==> src/rtl/proc_ctrl_pkg.sv <==
// Shared definitions for the 9-bit processor control unit:
// opcodes, FSM states and instruction field positions.
package proc_ctrl_pkg;

  localparam logic [2:0] OP_MV   = 3'b000;
  localparam logic [2:0] OP_MVI  = 3'b001;
  localparam logic [2:0] OP_ADD  = 3'b010;
  localparam logic [2:0] OP_SUB  = 3'b011;
  localparam logic [2:0] OP_LD   = 3'b100;
  localparam logic [2:0] OP_ST   = 3'b101;
  localparam logic [2:0] OP_MVNZ = 3'b110;
  localparam logic [2:0] OP_RSV  = 3'b111;

  localparam int OP_MSB = 8;
  localparam int OP_LSB = 6;
  localparam int RX_MSB = 5;
  localparam int RX_LSB = 3;
  localparam int RY_MSB = 2;
  localparam int RY_LSB = 0;

  typedef enum logic [2:0] {
    S_IDLE,
    S_F0,
    S_FW,
    S_F2,
    S_X1,
    S_XW,
    S_X2,
    S_X3
  } state_t;

endpackage

==> src/rtl/dec3to8.sv <==
// One-hot 3-to-8 register decoder with enable.
// All outputs low when disabled.
module dec3to8 (
  input  logic       i_en,
  input  logic [2:0] i_sel,
  output logic [7:0] o_dec
);

  // Raise the selected bit only while enabled
  always_comb begin
    o_dec = '0;
    if (i_en) o_dec[i_sel] = 1'b1;
  end

endmodule

==> src/rtl/proc_control_fsm.sv <==
// Instruction fetch/decode/execute sequencer for the
// 9-bit processor; one instruction at a time.
module proc_control_fsm
  import proc_ctrl_pkg::*;
#(
  parameter int MEM_WAIT = 1
) (
  input  logic       MClock,
  input  logic       Resetn,
  input  logic       Run,
  input  logic [8:0] DIN,
  input  logic       GNZ,
  output logic       IRin,
  output logic [7:0] Rin,
  output logic [7:0] Rout,
  output logic       Gin,
  output logic       Gout,
  output logic       Ain,
  output logic       DINout,
  output logic       AddSub,
  output logic       ADDRin,
  output logic       DOUTin,
  output logic       W_D,
  output logic       incr_pc,
  output logic       Done,
  output logic       Busy
);

  localparam logic [1:0] LP_W = 2'(MEM_WAIT);

  state_t     r_state;
  state_t     w_next;
  logic [8:0] r_ir;
  logic [1:0] r_cnt;
  logic [1:0] w_cnt_nxt;
  logic       w_rin_en;
  logic       w_rout_en;
  logic [2:0] w_rin_sel;
  logic [2:0] w_rout_sel;
  logic [2:0] w_op;
  logic [2:0] w_rx;
  logic [2:0] w_ry;

  assign w_op = r_ir[OP_MSB:OP_LSB];
  assign w_rx = r_ir[RX_MSB:RX_LSB];
  assign w_ry = r_ir[RY_MSB:RY_LSB];

  // State, instruction register and wait counter
  always_ff @(posedge MClock or posedge Resetn) begin
    if (Resetn) begin
      r_state <= S_IDLE;
      r_ir    <= '0;
      r_cnt   <= '0;
    end else begin
      r_state <= w_next;
      r_cnt   <= w_cnt_nxt;
      if (r_state == S_F2) r_ir <= DIN;
    end
  end

  // Next state and control outputs from state and IR
  always_comb begin
    w_next     = r_state;
    w_cnt_nxt  = r_cnt;
    w_rin_en   = 1'b0;
    w_rout_en  = 1'b0;
    w_rin_sel  = w_rx;
    w_rout_sel = 3'd7;
    IRin       = 1'b0;
    Gin        = 1'b0;
    Gout       = 1'b0;
    Ain        = 1'b0;
    DINout     = 1'b0;
    AddSub     = 1'b0;
    ADDRin     = 1'b0;
    DOUTin     = 1'b0;
    W_D        = 1'b0;
    incr_pc    = 1'b0;
    Done       = 1'b0;
    unique case (r_state)
      S_IDLE: begin
        if (Run) w_next = S_F0;
      end
      S_F0: begin
        w_rout_en = 1'b1;
        ADDRin    = 1'b1;
        incr_pc   = 1'b1;
        w_cnt_nxt = LP_W;
        w_next    = (LP_W == 2'd0) ? S_F2 : S_FW;
      end
      S_FW: begin
        w_cnt_nxt = r_cnt - 2'd1;
        if (r_cnt <= 2'd1) w_next = S_F2;
      end
      S_F2: begin
        DINout = 1'b1;
        IRin   = 1'b1;
        w_next = S_X1;
      end
      S_X1: begin
        unique case (w_op)
          OP_MV: begin
            w_rout_en  = 1'b1;
            w_rout_sel = w_ry;
            w_rin_en   = 1'b1;
            Done       = 1'b1;
          end
          OP_MVI: begin
            w_rout_en = 1'b1;
            ADDRin    = 1'b1;
            incr_pc   = 1'b1;
            w_cnt_nxt = LP_W;
            w_next    = (LP_W == 2'd0) ? S_X3 : S_XW;
          end
          OP_ADD, OP_SUB: begin
            w_rout_en  = 1'b1;
            w_rout_sel = w_rx;
            Ain        = 1'b1;
            w_next     = S_X2;
          end
          OP_LD: begin
            w_rout_en  = 1'b1;
            w_rout_sel = w_ry;
            ADDRin     = 1'b1;
            w_cnt_nxt  = LP_W;
            w_next     = (LP_W == 2'd0) ? S_X3 : S_XW;
          end
          OP_ST: begin
            w_rout_en  = 1'b1;
            w_rout_sel = w_ry;
            ADDRin     = 1'b1;
            w_next     = S_X2;
          end
          OP_MVNZ: begin
            w_rout_en  = GNZ;
            w_rout_sel = w_ry;
            w_rin_en   = GNZ;
            Done       = 1'b1;
          end
          OP_RSV: begin
            Done = 1'b1;
          end
          default: w_next = S_IDLE;
        endcase
      end
      S_XW: begin
        w_cnt_nxt = r_cnt - 2'd1;
        if (r_cnt <= 2'd1) w_next = S_X3;
      end
      S_X2: begin
        w_rout_en = 1'b1;
        if (w_op == OP_ST) begin
          w_rout_sel = w_rx;
          DOUTin     = 1'b1;
          W_D        = 1'b1;
          Done       = 1'b1;
        end else begin
          w_rout_sel = w_ry;
          Gin        = 1'b1;
          AddSub     = r_ir[OP_LSB];
          w_next     = S_X3;
        end
      end
      S_X3: begin
        if (w_op == OP_ADD || w_op == OP_SUB)
          Gout = 1'b1;
        else
          DINout = 1'b1;
        w_rin_en = 1'b1;
        Done     = 1'b1;
      end
      default: w_next = S_IDLE;
    endcase
    if (Done) w_next = Run ? S_F0 : S_IDLE;
  end

  assign Busy = (r_state != S_IDLE);

  dec3to8 u_rin_dec (
    .i_en  (w_rin_en),
    .i_sel (w_rin_sel),
    .o_dec (Rin)
  );

  dec3to8 u_rout_dec (
    .i_en  (w_rout_en),
    .i_sel (w_rout_sel),
    .o_dec (Rout)
  );

endmodule

==> config.mk <==
export PLATFORM = sky130hd
export DESIGN_NAME = proc_control_fsm
export DESIGN_NICKNAME = d
export VERILOG_FILES = /design/src/rtl/proc_ctrl_pkg.sv /design/src/rtl/dec3to8.sv /design/src/rtl/proc_control_fsm.sv
export SDC_FILE = /design/constraint.sdc
export NUM_CORES = 1
export LEC_CHECK = 0
export ABC_AREA = 1
export BUFFER_PORTS_ARGS = -buffer_cell sky130_fd_sc_hd__buf_2
export CAP_MARGIN = 5
export CORE_ASPECT_RATIO = 0.75
export CORE_MARGIN = 5
export CORE_UTILIZATION = 52
export DETAILED_ROUTE_END_ITERATION = 7
export PLACE_DENSITY = 0.84
export SYNTH_ARGS = -nofsm -noshare
export SYNTH_HDL_FRONTEND = slang
export SYNTH_SLANG_ARGS = --single-unit
==> constraint.sdc <==
create_clock -name MClock -period 4.5 [get_ports MClock]
set_clock_uncertainty 0.15 [all_clocks]
set_input_delay 0.225 -clock MClock [delete_from_list [all_inputs] [get_ports MClock]]
set_output_delay 0.225 -clock MClock [all_outputs]
set_load 0.005 [all_outputs]
# After elaboration in Yosys (flattened, before gate mapping)
# Index checks and enable logic that the tools add are counted.
dict set report classes {
  n_reduce_logical 19
  eq_ne 20
  n_mux 42
  magnitude_cmp 5
  addsub 1
}
# cell count
set op_table {}
lappend op_table {{$eq 3x3->1 const B} 8}
lappend op_table {{$pmux 3 s7} 1}
lappend op_table {{$mux 1} 18}
lappend op_table {{$mux 3} 6}
lappend op_table {{$pmux 3 s2} 3}
lappend op_table {{$mux 8} 2}
lappend op_table {{$pmux 1 s2} 7}
lappend op_table {{$eq 3x2->1 const B} 4}
lappend op_table {{$ne 3x3->1 const B} 4}
lappend op_table {{$reduce_or 3->1} 3}
lappend op_table {{$lt 3x4->1 const B} 2}
lappend op_table {{$reduce_bool 8->1} 1}
lappend op_table {{$reduce_or 2->1} 4}
lappend op_table {{$demux 1 s3} 2}
lappend op_table {{$eq 3x1->1 const B} 2}
lappend op_table {{$ge 3x1->1 const B} 2}
lappend op_table {{$logic_not 3->1} 2}
lappend op_table {{$pmux 2 s3} 1}
lappend op_table {{$reduce_and 6->1} 1}
lappend op_table {{$reduce_bool 3->1} 2}
lappend op_table {{$reduce_or 6->1} 1}
lappend op_table {{$ne 4x4->1 const B} 1}
lappend op_table {{$reduce_or 4->1} 1}
lappend op_table {{$pmux 1 s3} 1}
lappend op_table {{other kinds (7)} 8}
dict set report totals {
  output_inout_bits 28
  wordCells 90
  regBits 14
  inputBits 13
}

# Longest topological paths before layout
# Gate-level depths: netlist of run 1.
dict set report logic_depth {
  ltp_word 9
  ltp_mapped 11
  depth_no_buf 11
}

# Modules after synthesis
# From an unflattened synthesis of run 1, not the netlist that was laid out.
dict set report unflattened {
  hier_cells 184
  hier_area_um2 1062.3
}
# mod area_each_um2 instances seq_area_each_um2 cells_per_inst
set modules_own_cells {}
lappend modules_own_cells {proc_control_fsm 934.6 1 350.3 150}
lappend modules_own_cells {dec3to8 63.8 2 0.0 17}

# Worst setup path before layout of run 1
# Ideal clock, no wire load.
dict set report synth_path {
  path_type {reg2out}
  from {register r_state[1]}
  to {output Rout[1]}
  t_required_ns 4.125
  t_arrival_ns 1.211
  stages_incl_launch_ff 9
  n_path_buf 1
  path_slack_ns 2.914
  path_cell_list {dfrtp_1 > buf_6 > nor2_1 > nand3_1 > nand2_2 > nand2_1 > nand3_1 > nand2_1 > nor2_1}
}
dict set report synth_between {
  elab_chain_len 7
  elab_cells_between_ends 12
  classes_between {2 x order compare; 3 x eq/ne; 5 x mux; 2 x reduce/logical}
}
# element line_no
set synth_rtl {}
lappend synth_rtl {{start, declared} proc_control_fsm.sv:31} ;# state_t r_state;
lappend synth_rtl {{start signal, assigned} proc_control_fsm.sv:55} ;# r_state <= w_next;
lappend synth_rtl {{$eq 3x3->1} proc_control_fsm.sv:80} ;# unique case (r_state)
lappend synth_rtl {{$pmux 3 s2} proc_control_fsm.sv:80}
lappend synth_rtl {{$lt 3x4->1 (not written as such) / $ge 3x1->1 (equally long branches)} dec3to8.sv:12} ;# if (i_en) o_dec[i_sel] = 1'b1;
lappend synth_rtl {{$logic_and 1x1->1 (not written as such)} dec3to8.sv:12}
lappend synth_rtl {{$mux 1 (not written as such)} dec3to8.sv:12}
lappend synth_rtl {{$demux 1 s3} --}
lappend synth_rtl {{$mux 8 (*)} dec3to8.sv:12}
lappend synth_rtl {{end, declared} proc_control_fsm.sv:15} ;# output logic [7:0] Rout,
# Every way passes the cells marked *; elsewhere a longest branch is shown, timed or not.

# Worst setup path after layout of run 1
dict set report layout_path {
  from {register r_state[0]}
  to {output Rout[4]}
}
# Same word-level chain as after synthesis.

==> results of run 1 <==
## logic make-up (layout without fill, tap and decap cells)
kind of cell / after synthesis / after routing / share of synthesized area (%)
compound gates: 24 / 24 / 11.1
fa+ha+maj: 1 / 1 / 1.13
buf+inv: 26 / 74 / 10.4
simple gates: 117 / 117 / 45.8
flops: 14 / 14 / 31.6
## cells in the final DEF, fill, tap and decap left out, drive strengths merged
cell type    instances
clkbuf               4
buf                 40
dlygate4sd3          9
nor2                30
a31oi                2
nor3                 3
or2                  1
nand2               66
a21oi                8
inv                 21
dfrtp               14
nand3               15
nand4                2
o21ai               14
ha                   1
## stage by stage
step / util [%] / hold WS [ps] / area (um^2) / total power (uW)
final: 70.9 / 4.26 / 1430 / 960
after global routing: 70.9 / 10.6 / 1430 / 1060
after CTS: 70.9 / 4.20 / 1430 / 952
after detailed placement: 64.6 / 147 / 1300 / 846
after global placement: 64.6 / 133 / 1300 / 825
after floorplan: - / -35.8 / 1110 / 696
## cells in the mapped netlist
cell type,number
buf_4,2
inv_1,20
nand2_4,1
ha_1,1
nand3_2,1
nor2_1,27
inv_2,1
nor3_2,1
nor2_2,2
dfrtp_1,14
nand2_1,62
buf_6,1
o21ai_0,14
nand3_1,14
nand4_1,2
nor3_1,2
or2_1,1
buf_2,2
a31oi_1,2
nor2_4,1
nand2_2,3
a21oi_1,8
## area by class of cell
type | count | area [um^2]
Multi-Input combinational cell | 142 | 642
Fill cell | 173 | 587
Sequential cell | 14 | 350
Timing Repair Buffer | 49 | 290
Inverter | 21 | 78.8
Clock buffer | 4 | 36.3
Tap cell | 24 | 30.0
## worst register-to-register path: stages, from the launching register on
cell and delay, ps:
dfrtp_1 530, nand2_1 200, nor2_2 480, inv_1 150, nand2_1 90, nand2_1 40
## sequential cells by signal, indices dropped and copies added (netlist names)
signal and flops:
r_cnt 2, r_ir 9, r_state 3
## path summary, 6_finish.rpt
check,from,depth (start not counted),to
setup / recovery,r_state[0],8,Rout[4]
setup reg to reg,r_state[1],5,r_ir[1]
min in group asynchronous,Resetn,3,r_ir[4]
hold reg to reg,r_cnt[1],2,r_cnt[1]
hold / removal,DIN[4],3,r_ir[4]
max in group asynchronous,Resetn,3,r_ir[5]
## power groups by stage
stage,logic (uW),clock network (uW),registers (uW)
2_1_floorplan,463,0,233
6_report,582,96.1,281
5_1_grt,661,105,289
4_1_cts,577,97.6,278
3_5_place_dp,566,0,280
3_3_place_gp,546,0,278
## what timing repair did
action | CTS | global route
gates resized for setup | 0 | 0
setup buffers | 0 | 0
setup endpoints to repair | 0 | 0
hold buffers | 9 | 0
hold endpoints to repair | 22 | 0
## layer usage
metal  vias up  GRT usage [%]
met5         -              0
li1        672              -
met2        65           33.3
met4         0           7.27
met1       599           27.2
met3         5           6.82
==> impl_metrics.yaml, run 1 <==
route:
  drt_iter0_markers: 71
  drt_pass1_iterations: 5
  top_layer: "met4"
  drc: 0
  post_drt_wl_per_cell_um: 12.5
  ant_nets: 0
  routed-wl-met2_um: 1440
  vias: 1341
  wl_met3_um: 327
  wl_um: 3180
  viasPerCell: 5.28
  wl_met1_um: 1360
place:
  placed_cells: 241
  port_buffers: 40
  dp_hpwl_um: 2420
  pre_cts_slack_ps: 2610
  place.gp.congestion: 0.873
floorplan:
  die_area_um2: 3160
  initial_utilization_pct: 55.0
  fp-row-count: 14
  die_w_um: 63.3
  ios: 41
  core-area_um2: 2010
  die_y_um: 50.0
timing:
  max_clock_freq_mhz: 441
  period_share_pct: 50.4
  finalSetupViolations: 0
  period_needed_ps: 2270
  relSlewSlack_pct: 61.4
  setup_tns_ps: 0
  layout_setup_ws_ps: 2230
  finalMaxSlewViolations: 0
  rsz0062_at_grt: "false"
  worstMarginPinSlew_ps: 578
  finalHoldViolations: 0
layout:
  synthToLayoutAreaGrowth_pct: 28.9
  diodes: 0
  layout-drive-gt1-share_pct: 23.5
  nNetsFinal: 245
  stdcell_count: 254
clock_tree:
  ctsLongestPathBuffers: 2
  insertion_delay_ps: 300
  clk_pin_slew_ps: 100
  cts_sinks: 14
  ctsRootBufferMaster: "clkbuf_4"
  numCtsBuffers: 3
  cts_tree: "yes"
  h-tree-depth: 1
global_route:
  grt_pass1_vias: 1182
  antenna_found_initial: 0
  grt_pass1_wl_um: 5310
  grt_overflow: 0
  grt_max_degree: 18
  grt_use_total_pct: 21.1
synthesis:
  yosysWarnings: 0
  ys_seq_elements: 14
  syn-num-nets: 196
  yosys-top-cells-area: "dfrtp_1 (32%), nand2_1 (21%), nor2_1 (9.2%), inv_1 (6.8%), nand3_1 (6.3%)"
  synth_cell_type_count: 22
  synth_top_area_share_pct: 31.6
  syn_avg_cell_area_um2: 6.08
  netlist_area_um2: 1110
  yosys.area.top_type: "dfrtp_1"
  synth_seq_area_share_pct: 31.6
  synthCells: 182
setup_path:
  reg2reg_slack_ps: 2760
  slowest_stage: "dfrtp_1"
  required_ps: 4120
  path_class: "flop to primary output"
  arrival_ps: 1890
  cp-end-kind: "primary output"
  worstPathCellList: "inv_1 -> nand2_4 -> nor2_4 -> o21ai_0 -> nand3_1 -> nand4_1 -> nor2_1 -> buf_2"
  cp_top_family: "simple AND/OR/NAND/NOR gates"
  path_buf_inv: 2
  worst-path-max-fanout: 7
  critPathLaunchType: "flop"
  slowest_delay_ps: 450
pwr:
  p_leak_uw: 0.000830
  vdd_drop_max_mv: 0.482
  p_sw_uw: 514
  p_int_uw: 445
  power_frac_comb_pct: 60.7
  pwr-share-seq_pct: 29.3
  p_sw_share_pct: 53.6
  powerDensity_nw_per_um2: 672
  pwr-share-clk_pct: 10.0
worst_hold_path:
  worst_hold_path_type: "input pin to flop"
status:
  outcome: "finished, final reports clean"
flow_run:
  max_cap_violations: 0
No activity file was read; power rests on OpenSTA's default activity.
==> run 2: changes to the inputs <==
--- a/config.mk
+++ b/config.mk
@@ -5,14 +5,14 @@
 export SDC_FILE = /design/constraint.sdc
 export NUM_CORES = 1
 export LEC_CHECK = 0
-export ABC_AREA = 1
+export ABC_AREA = 0
 export BUFFER_PORTS_ARGS = -buffer_cell sky130_fd_sc_hd__buf_2
 export CAP_MARGIN = 5
 export CORE_ASPECT_RATIO = 0.75
 export CORE_MARGIN = 5
-export CORE_UTILIZATION = 52
+export CORE_UTILIZATION = 50
 export DETAILED_ROUTE_END_ITERATION = 7
-export PLACE_DENSITY = 0.84
+export PLACE_DENSITY = 0.79
 export SYNTH_ARGS = -nofsm -noshare
 export SYNTH_HDL_FRONTEND = slang
 export SYNTH_SLANG_ARGS = --single-unit
==> constraint.sdc (replaced) <==
create_clock -name MClock -period 2.25 [get_ports MClock]
set_clock_uncertainty 0.15 [all_clocks]
set_input_delay 0.1125 -clock MClock [delete_from_list [all_inputs] [get_ports MClock]]
set_output_delay 0.1125 -clock MClock [all_outputs]
set_load 0.005 [all_outputs]
==> impl_metrics.yaml, run 2 <==
timing:
  period_needed_ps: 2230
  period_share_pct: 99.3
  rsz0062_at_grt: "true"
  hold_ws_ps: 245
  relSlewSlack_pct: 64.3
  finalHoldViolations: 0
  max_clock_freq_mhz: 448
  setup_tns_ps: 0
  finalMaxSlewViolations: 0
  finalSetupViolations: 0
  worstMarginPinSlew_ps: 534
setup_path:
  critPathLaunchType: "flop"
  path_class: "flop to primary output"
  required_ps: 1990
  rr_startpoint: "r_ir[7]"
  cp-end-kind: "primary output"
  reg2reg_slack_ps: 520
  worst-path-max-fanout: 6
  arrival_ps: 1970
  r2r_cells: 7
  timing.rr.end: "r_state[0]"
place:
  port_buffers: 40
  dp_hpwl_um: 2610
  placed_cells: 226
  place.gp.congestion: 0.862
status:
  outcome: "finished, final reports clean"
global_route:
  antenna_found_initial: 0
  grt_max_degree: 18
  grt_pass1_vias: 1244
  grt_use_total_pct: 20.4
  grt_overflow: 0
  grt_pass1_wl_um: 5620
clock_tree:
  h-tree-depth: 1
  cts_sinks: 14
  cts_tree: "yes"
  ctsRootBufferMaster: "clkbuf_4"
  insertion_delay_ps: 290
  ctsLongestPathBuffers: 2
  numCtsBuffers: 3
  clk_pin_slew_ps: 90
synthesis:
  synth-edff-count: 0
  synthCells: 157
  synth_top_area_share_pct: 27.7
  synth_cell_type_count: 48
  netlist_area_um2: 1270
  syn-num-nets: 171
  synth_seq_area_share_pct: 27.7
  yosys.area.top_type: "dfrtp_1"
  syn_avg_cell_area_um2: 8.07
  yosys-top-cells-area: "dfrtp_1 (28%), nand2_1 (11%), nor3b_2 (4.0%), nor2_1 (3.3%), a21oi_1 (3.2%)"
  ys_seq_elements: 14
  ys.flop_type: "dfrtp_1"
  postSynth.asyncResetShare_pct: 100
  netlist_top_cells_count: "nand2_1 (37), dfrtp_1 (14), nor2_1 (11)"
  yosysWarnings: 0
  yosysMostFrequentCell: "nand2_1"
layout:
  largest_reg_flops: 9
  layout_common_cells: "buf_2 (41), nand2_1 (37), buf_4 (17)"
  top_regs: "r_ir: 9 flops, r_state: 3 flops, r_cnt: 2 flops"
  layout_commonest_cell: "buf_2"
  synthToLayoutAreaGrowth_pct: 40.8
  diodes: 0
  stdcell_count: 255
  final.fill_count: 166
  ff_latch_area_um2: 357
  top_register: "r_ir"
  final_util_pct: 75.4
  layout-drive-gt1-share_pct: 43.9
  nNetsFinal: 236
  multi_input_area_um2: 858
pwr:
  powerDensity_nw_per_um2: 1470
  p_leak_uw: 0.000899
  vdd_drop_max_mv: 0.736
floorplan:
  initial_utilization_pct: 53.5
  die_y_um: 53.6
  core-area_um2: 2360
  fp-row-count: 15
  die_area_um2: 3650
  die_w_um: 68.1
  ios: 41
route:
  wl_met1_um: 1540
  post_drt_wl_per_cell_um: 16.0
  wl_um: 4070
  drt_iter0_markers: 148
  ant_nets: 0
  drt_pass1_iterations: 6
  vias: 1485
  viasPerCell: 5.82
  drc: 0
  wl_met3_um: 410
  routed-wl-met2_um: 2030
  top_layer: "met4"
worst_hold_path:
  worst_hold_path_type: "input pin to async pin"
flow_run:
  max_cap_violations: 0
## run 2: worst max-delay path, stage by stage (launching register included)
cell and delay (ps):
dfrtp_2 500, buf_4 190, nor3_1 180, o21ai_0 130, nand2_1 140, nand3_1 170
nor3_1 210, buf_2 170
## run 2: timing repair
item                                   CTS  global route
pin swaps                                0             6
setup buffers                            0            14
cloned                                   0             0
hold buffers                            11             0
gates resized for setup                  3            15
setup endpoints to repair                7            16
endpoints found under the hold margin   24             0
## run 2: worst max path at each step
| stage | startpoint | end | depth (start not counted) |
|---|---|---|---|
| 4_1_cts | r_ir[6] | Rout[6] | 6 |
| 6_report | r_ir[6] | Rin[1] | 7 |
| 5_1_grt | r_ir[6] | Rin[1] | 7 |
| 2_1_floorplan | r_ir[7] | Rout[6] | 6 |
| 3_3_place_gp | r_ir[6] | Rout[6] | 6 |
| 3_5_place_dp | r_state[0] | Rout[3] | 6 |
## run 2: power breakdown
part	switching, uW	total, uW	internal, uW	leakage, uW
Clock	91.1	190	98.6	0.0000210
Combinational	998	1810	817	0.000714
Sequential	230	619	389	0.000163
## run 2: metal layers
| layer | global-route usage (%) | up-vias |
|---|---|---|
| met4 | 4.95 | 0 |
| met3 | 3.97 | 17 |
| li1 | - | 676 |
| met2 | 35.7 | 111 |
| met1 | 25.9 | 681 |
| met5 | 0 | - |
## run 2: cell families (layout without fill, tap and decap cells)
family | Yosys count | after routing | share of synthesized area [%]
simple gates | 91 | 91 | 41.3
fa+ha+maj | 1 | 1 | 0.988
compound gates | 32 | 32 | 20.3
buf+inv | 17 | 81 | 8.30
xor+xnor | 1 | 1 | 0.692
flops | 14 | 14 | 27.7
mux | 1 | 1 | 0.791
## run 2: layout make-up
type | instances | area share (%)
flip-flops and latches | 14 | 20.0
well taps | 34 | 2.39
multi-input cells | 126 | 48.1
inverters | 7 | 1.47
repair buffers | 70 | 26.0
clock buffers | 4 | 2.04
## run 2: metrics by stage
stage | power, uW | setup slack [ps] | area [um^2]
floorplan | 1700 | 582 | 1270
global placement | 1960 | 341 | 1470
detailed placement | 2040 | 281 | 1470
CTS | 2250 | 12.3 | 1620
global route | 2780 | -37.0 | 1780
finish | 2620 | 16.8 | 1780
==> run 3: changes to the inputs <==
--- a/config.mk
+++ b/config.mk
@@ -8,11 +8,13 @@
 export ABC_AREA = 0
 export BUFFER_PORTS_ARGS = -buffer_cell sky130_fd_sc_hd__buf_2
 export CAP_MARGIN = 5
+export CELL_PAD_IN_SITES_DETAIL_PLACEMENT = 1
+export CELL_PAD_IN_SITES_GLOBAL_PLACEMENT = 2
 export CORE_ASPECT_RATIO = 0.75
 export CORE_MARGIN = 5
-export CORE_UTILIZATION = 50
+export CORE_UTILIZATION = 28
 export DETAILED_ROUTE_END_ITERATION = 7
-export PLACE_DENSITY = 0.79
+export PLACE_DENSITY_LB_ADDON = 0.1
 export SYNTH_ARGS = -nofsm -noshare
 export SYNTH_HDL_FRONTEND = slang
 export SYNTH_SLANG_ARGS = --single-unit
==> constraint.sdc (replaced) <==
create_clock -name MClock -period 2.25 [get_ports MClock]
set_clock_uncertainty 0.15 [all_clocks]
set_input_delay 0.1125 -clock MClock [delete_from_list [all_inputs] [get_ports MClock]]
set_output_delay 0.1125 -clock MClock [all_outputs]
set_load 0.1 [all_outputs]
==> impl_metrics.yaml, run 3 (synthesis gave the netlist of run 2 again) <==
global_route:
  grt_pass1_vias: 1559
  antenna_found_initial: 0
  grt_overflow: 0
  grt_pass1_wl_um: 7700
  grt_use_total_pct: 16.6
  grt_max_degree: 15
place:
  place.gp.congestion: 0.782
  dp_hpwl_um: 3510
  port_buffers: 40
  pre_cts_slack_ps: 37.3
floorplan:
  ios: 41
  die_w_um: 87.7
  die_area_um2: 5980
  initial_utilization_pct: 28.7
  fp-row-count: 21
  core-area_um2: 4410
  die_y_um: 68.2
worst_hold_path:
  hp-start: "Run"
  hold_end: "r_state[0]"
  worst_hold_path_type: "input pin to flop"
  hold_depth: 3
route:
  drc: 0
  post_drt_wl_per_cell_um: 16.8
  vias: 1443
  drt_pass1_iterations: 4
  ant_nets: 0
  drt_iter0_markers: 60
  viasPerCell: 4.98
  wl_um: 4880
setup_path:
  r2r_cells: 7
  path_class: "flop to primary output"
  worst-path-max-fanout: 7
  required_ps: 1990
  arrival_ps: 2020
  reg2reg_slack_ps: 340
  critPathLaunchType: "flop"
  rr_startpoint: "r_state[0]"
  cp-end-kind: "primary output"
  timing.rr.end: "r_state[0]"
clock_tree:
  ctsRootBufferMaster: "clkbuf_8"
  cts_sinks: 14
  numCtsBuffers: 3
  ctsLongestPathBuffers: 2
  clk_pin_slew_ps: 60
  h-tree-depth: 1
  insertion_delay_ps: 240
  cts_tree: "yes"
flow_run:
  max_cap_violations: 0
timing:
  worstMarginPinSlew_ps: 546
  finalMaxSlewViolations: 0
  period_share_pct: 102
  hold_ws_ps: 4.31
  layout_setup_ws_ps: -35.9
  period_needed_ps: 2290
  finalSetupViolations: 4
  relSlewSlack_pct: 63.5
  finalHoldViolations: 0
  rsz0062_at_grt: "true"
  max_clock_freq_mhz: 437
layout:
  final_util_pct: 56.7
  layout_common_cells: "nand2_1 (36), buf_4 (25), buf_12 (24)"
  top_regs: "r_ir: 9 flops, r_state: 3 flops, r_cnt: 2 flops"
  final.fill_count: 485
  multi_input_area_um2: 1070
  top_register: "r_ir"
  layout_commonest_cell: "nand2_1"
  nNetsFinal: 249
  layout-drive-gt1-share_pct: 57.1
  diodes: 0
  synthToLayoutAreaGrowth_pct: 97.6
  largest_reg_flops: 9
  ff_latch_area_um2: 357
status:
  violations: "negative setup slack"
  outcome: "complete, but fails checks"
[run 3: cell count changes in the layout (fill, tap and decap cells not counted), sizes merged]
cell,previous run,this run
buf,59,73
clkbuf,4,3
dlygate4sd3,11,10
[run 3: timing repair]
| action | CTS | global route |
|---|---|---|
| setup endpoints to repair | 16 | 12 |
| hold endpoints to repair | 23 | 0 |
| hold buffers | 10 | 0 |
| resized for setup | 16 | 20 |
| buffers inserted | 12 | 6 |
| pin swaps | 6 | 9 |
[run 3: per-stage QoR]
| step | instances | setup TNS, ps | instance area [um^2] |
|---|---|---|---|
| detailed placement | 259 | 0 | 2060 |
| global route | 290 | -758 | 2500 |
| CTS | 284 | -72.8 | 2350 |
| finish | 290 | -118 | 2500 |
| floorplan | 157 | -4040 | 1400 |
| global placement | 259 | 0 | 2060 |
[run 3: layout make-up]
class / count / area share [%]
Multi-Input combinational cell: 126 / 42.6
Timing Repair Buffer: 83 / 37.5
Sequential cell: 14 / 14.2
Tap cell: 57 / 2.85
Clock buffer: 3 / 1.65
Inverter: 7 / 1.15
[run 3: worst max-delay path by stage]
| stage | endpoint | start | depth (start not counted) | slack [ps] |
|---|---|---|---|---|
| 2_1_floorplan | Gout | r_state[0] | 3 | -820 |
| 3_3_place_gp | Rout[4] | r_ir[8] | 7 | 120 |
| 3_5_place_dp | Rout[4] | r_ir[8] | 7 | 40 |
| 4_1_cts | Rout[4] | r_ir[7] | 6 | -30 |
| 5_1_grt | Rout[3] | r_ir[6] | 6 | -140 |
| 6_report | Rout[4] | r_ir[7] | 6 | -40 |
[run 3: routing by layer]
layer  vias up  global-route usage [%]  wire [um]  share of wire, %
met3         4                    2.77        233               4.8
li1        703                       -          -                 -
met4         0                    3.07         27              0.55
met5         -                       0          0                 0
met1       697                    20.5       2130                44
met2        39                    30.5       2490                51
[run 3: worst max-delay path: stages (launching register included)]
cell and delay (ps):
dfrtp_2 470, nand3b_4 260, o22ai_4 230, and3_4 260, o21ai_4 100, and3b_2 290, buf_12 180
Power of run 3 is not shown: default switching activity piles up to over one toggle a cycle in this logic, so the estimate is an artifact.
